### src/rtl/if_fetch_stage.sv
// Instruction fetch: PC register, imem address, IF/ID pipeline register with stall/flush/redirect.
// Define FETCH_PERF_EN to add saturating stall/flush/fetch event counters.
module if_fetch_stage #(
  parameter int               XLEN      = 32,
  parameter logic [XLEN-1:0]  RESET_PC  = '0,
  parameter logic [XLEN-1:0]  NOP_INSTR = XLEN'(32'h0000_0013)
) (
  input  logic            clk,
  input  logic            rst_n,
  input  logic            PCWrite,
  input  logic            IF_ID_Write,
  input  logic            IF_Flush,
  input  logic            PCSrc,
  input  logic [XLEN-1:0] BranchTarget,
  output logic [XLEN-1:0] imem_addr,
  input  logic [XLEN-1:0] imem_rdata,
  output logic [XLEN-1:0] IF_ID_PC,
  output logic [XLEN-1:0] IF_ID_Instr,
  output logic            IF_ID_Valid,
  output logic            MisalignErr
`ifdef FETCH_PERF_EN
  ,
  output logic [31:0]     stall_cnt,
  output logic [31:0]     flush_cnt,
  output logic [31:0]     fetch_cnt
`endif
);

  typedef struct packed {
    logic [XLEN-1:0] pc;
    logic [XLEN-1:0] instr;
    logic            valid;
  } ifIdReg_t;

  logic [XLEN-1:0] pcReg;
  logic [XLEN-1:0] pcNext;
  ifIdReg_t        ifIdReg;
  ifIdReg_t        ifIdNext;
  logic            redirectMisaligned;

  assign imem_addr = pcReg;

  // A stalled PC also ignores PCSrc: the branch in ID is not yet resolved.
  always_comb begin
    pcNext = pcReg;
    if (PCWrite) begin
      if (PCSrc) pcNext = {BranchTarget[XLEN-1:2], 2'b00};
      else       pcNext = pcReg + XLEN'(4);
    end
  end

  assign redirectMisaligned = PCWrite && PCSrc && (BranchTarget[1:0] != 2'b00);

  always_comb begin
    ifIdNext = ifIdReg;
    if (IF_Flush) begin
      ifIdNext.pc    = pcReg;
      ifIdNext.instr = NOP_INSTR;
      ifIdNext.valid = 1'b0;
    end else if (IF_ID_Write) begin
      ifIdNext.pc    = pcReg;
      ifIdNext.instr = imem_rdata;
      ifIdNext.valid = 1'b1;
    end
  end

  always_ff @(posedge clk) begin
    if (!rst_n) begin
      pcReg         <= RESET_PC;
      ifIdReg.pc    <= '0;
      ifIdReg.instr <= NOP_INSTR;
      ifIdReg.valid <= 1'b0;
      MisalignErr   <= 1'b0;
    end else begin
      pcReg   <= pcNext;
      ifIdReg <= ifIdNext;
      if (redirectMisaligned) MisalignErr <= 1'b1;
    end
  end

  assign IF_ID_PC    = ifIdReg.pc;
  assign IF_ID_Instr = ifIdReg.instr;
  assign IF_ID_Valid = ifIdReg.valid;

`ifdef FETCH_PERF_EN
  logic fetchEvt;
  assign fetchEvt = !IF_Flush && IF_ID_Write;

  always_ff @(posedge clk) begin
    if (!rst_n) begin
      stall_cnt <= '0;
      flush_cnt <= '0;
      fetch_cnt <= '0;
    end else begin
      if (!PCWrite && stall_cnt != 32'hFFFF_FFFF) stall_cnt <= stall_cnt + 32'd1;
      if (IF_Flush && flush_cnt != 32'hFFFF_FFFF) flush_cnt <= flush_cnt + 32'd1;
      if (fetchEvt && fetch_cnt != 32'hFFFF_FFFF) fetch_cnt <= fetch_cnt + 32'd1;
    end
  end
`endif

endmodule
### config.mk
export PLATFORM = sky130hd
export DESIGN_NAME = if_fetch_stage
export DESIGN_NICKNAME = d
export VERILOG_FILES = /design/src/rtl/if_fetch_stage.sv
export SDC_FILE = /design/constraint.sdc
export NUM_CORES = 1
export LEC_CHECK = 0
export CAP_MARGIN = 10
export CORE_ASPECT_RATIO = 0.8
export CORE_MARGIN = 5
export CORE_UTILIZATION = 40
export DETAILED_ROUTE_END_ITERATION = 10
export PLACE_DENSITY_LB_ADDON = 0.3
export SETUP_SLACK_MARGIN = 0.15
export SKIP_LAST_GASP = 1
export SYNTH_ARGS = -nofsm -noshare
export SYNTH_HDL_FRONTEND = slang
export SYNTH_SLANG_ARGS = --single-unit
### constraint.sdc
create_clock -name clk -period 2.8 [get_ports clk]
set_input_delay 0.56 -clock clk [delete_from_list [all_inputs] [get_ports clk]]
set_output_delay 0.56 -clock clk [all_outputs]
set_load 0.1 [all_outputs]
==> impl_metrics.tcl <==
set metrics [dict create \
    rsz0062_at_grt "false" \
    yosys_warnings 0 \
    power_uw 3555 \
    track_usage 0.2030 \
    min_to "IF_ID_PC[12]$_SDFFE_PN0P_" \
    io_pins 168 \
    antenna_found_initial 0 \
    cts_tree "done" \
    rows 33 \
    synthDistinctLibCells 53 \
    r2r_start "imem_addr[2]$_SDFFE_PN0P_" \
    syn_to_final_growth_pct 42.07 \
    cts.sinks 94 \
    grt_overflow 0 \
    die-area_sq_um 12740 \
    outcome "completed" \
    syn_area_sq_um 4229 \
    cts_hold_buf 0 \
    cts_setup_buffers 0 \
    nets 726 \
    wirelength_mm 13.24 \
    maxCapViolations 0 \
    avgSynthCellArea_sq_um 8.309 \
    clock-root-buffer "clkbuf_16" \
    comb_power_share 0.244 \
    grt_max_degree 45 \
    core_sq_um 10280 \
    final_max_slew_viol_count 0 \
    path_class "register to register" \
    crit_required_ns 3.01 \
    worstMarginPinSlew_ns 0.6479 \
    pwr-share-seq 0.412 \
    detail-route-antenna-nets 0 \
    relSlewSlack 0.5681 \
    reg2reg_depth 6 \
    final-hold-violation-count 0 \
    setup_tns_ns 0 \
    dp_slack_ns 0.5953 \
    cts_resized 0 \
    p_sw_uw 1194 \
    clk_pin_slew_ns 0.06 \
    drcViolationCount 0 \
    first_global_vias 4126 \
    layout_common_cells "buf_4 (106), dfxtp_1 (94), nand2_1 (87)" \
    drive_above_1_share 0.2030 \
    port_buffers 163 \
    power_density_nw_per_um2 591.8 \
    whs_ns 0.4510 \
    ir_worst_vdd_mv 0.4399 \
    via_per_inst 5.374 \
    numCtsBuffers 9 \
    dr.pass1.iters 5 \
    synth_edf_count 0 \
    fin_ws_ns 0.7516 \
    final_core_util 0.5844 \
    hp-start "IF_ID_PC[12]$_SDFFE_PN0P_" \
    setup.worst_path.end_class "register" \
    r2r_slack_ns 0.75 \
    hold_path_class "register to register" \
    initial_core_util 0.4113 \
    hold_depth 2 \
    p_int_uw 2361 \
    power_switching_share 0.3359 \
    seq_area_frac_synth 0.4450 \
    clkLatencyLatePin_ns 0.33 \
    drtIter0Drc 410 \
    r2r_end "imem_addr[28]$_SDFFE_PN0P_" \
    htreeDepth 3 \
    die_w_microns 125.0 \
    setup_viol 0 \
    wl_per_cell_microns 16.55 \
    grt_pass1_wl_mm 21.11 \
    hpwl_mm 9.671 \
    cp_max_fo 8 \
    gp_congestion 0.8801 \
    cp-start-kind "register" \
    synthTopCellsByArea "dfxtp_1 (44%), mux2i_1 (9.0%), nand2_1 (7.7%), a21oi_1 (5.8%), nor2_1 (5.1%)" \
    crit_arrival_ns 2.26 \
    synth_cells 509 \
    leakage_uw 0.002537 \
    vias 4299 \
    clkPwrFrac 0.344 \
    yosysTopAreaCellShare 0.4450 \
    period_share 0.7316 \
    yosys.area.top_type "dfxtp_1" \
    clock-skew-final_ns 0.005524 \
    clk_path_buf_depth 2 \
    ys_ff_latch 94 \
    synthArstFlopShare 0 \
    diodes 0 \
    final_common_cell "buf_4" \
    period_minus_slack_ns 2.048 \
    fmaxAchievable_ghz 0.4882 \
    die_height_microns 102.0 \
    ys.flop_type "dfxtp_1" \
]
-- how the worst max path moves through the flow --
| stage | start | endpoint | slack, ns | cells past startpoint |
|---|---|---|---|---|
| final | imem_addr[2]$_SDFFE_PN0P_ | imem_addr[28]$_SDFFE_PN0P_ | 0.75 | 6 |
| after detailed placement | PCSrc | imem_addr[24]$_SDFFE_PN0P_ | 0.60 | 7 |
| after CTS | imem_addr[2]$_SDFFE_PN0P_ | imem_addr[28]$_SDFFE_PN0P_ | 0.77 | 6 |
| after floorplan | imem_addr[2]$_SDFFE_PN0P_ | imem_addr[12]$_SDFFE_PN0P_ | 0.35 | 6 |
| after global routing | imem_addr[2]$_SDFFE_PN0P_ | imem_addr[28]$_SDFFE_PN0P_ | 0.57 | 6 |
| after global placement | PCSrc | imem_addr[24]$_SDFFE_PN0P_ | 0.66 | 7 |
-- power by group through the flow --
stage | registers [uW] | logic (uW) | clock network, uW
after floorplan | 1890 | 218 | 0
after global placement | 1490 | 859 | 0
after detailed placement | 1490 | 869 | 0
after CTS | 1460 | 871 | 1240
after global routing | 1470 | 908 | 1310
final | 1460 | 868 | 1220
-- final cells by class --
cell class              count  area [sq um]
clock buffers              14         294.0
multi-input cells         370          2145
flip-flops and latches     94          1882
inverters                   5         18.77
repair buffers            175          1481
fillers                   962          4273
clock inverters             2         12.51
well taps                 140         175.2
-- flip-flops by register name, summed over array words and instances (netlist names) --
| signal | flops |
|---|---|
| IF_ID_Valid | 1 |
| IF_ID_Instr | 32 |
| IF_ID_PC | 30 |
| MisalignErr | 1 |
| imem_addr | 30 |
-- worst max-delay path: stages, from the launching register on --
cell	delay, ns
dfxtp_1	0.48
ha_1	0.26
nand3_1	0.19
nor2_1	0.46
nand4_1	0.22
mux2i_1	0.21
o21ai_0	0.10
-- cells in the mapped netlist (all sizes together), types with 2 or more instances --
| master | n |
|---|---|
| nand2 | 87 |
| nor2b | 3 |
| inv | 4 |
| a21oi | 49 |
| a22oi | 5 |
| dfxtp | 94 |
| nor4 | 2 |
| nand2b | 2 |
| a22o | 2 |
| nor3 | 5 |
| o22ai | 5 |
| nor2 | 58 |
| a211oi | 5 |
| mux2 | 2 |
| and4 | 5 |
| a31oi | 4 |
| buf | 19 |
| a32oi | 2 |
| clkbuf | 24 |
| o21ai | 23 |
| a211o | 3 |
| a41o | 2 |
| and3 | 10 |
| a21o | 4 |
| o31ai | 3 |
| a221oi | 2 |
| o41ai | 3 |
| nand4 | 11 |
| mux2i | 38 |
| o211ai | 6 |
| nand3 | 15 |
-- cells by family after synthesis --
| logic type | share of synthesized area |
|---|---|
| AO/OA/AOI/OAI | 0.1837 |
| adder cells (fa/ha/maj) | 0.002958 |
| buffers and inverters | 0.05118 |
| flip-flops | 0.4450 |
| multiplexers | 0.09526 |
| other | 0.0008867 |
| AND/OR/NAND/NOR | 0.2210 |
-- layer usage --
layer | vias up | wire length (microns) | global-route usage
met4 | 0 | 208 | 0.06167
met1 | 1992 | 5614 | 0.2592
met3 | 17 | 1225 | 0.06426
li1 | 2081 | - | -
met5 | - | 0 | 0
met2 | 209 | 6193 | 0.3333
-- stage by stage --
step	cells	instance area [sq um]
finish	800	6008
global route	800	6008
CTS	800	6008
detailed placement	784	5702
global placement	784	5702
floorplan	512	4240
Power figures use the tool's default switching activity.
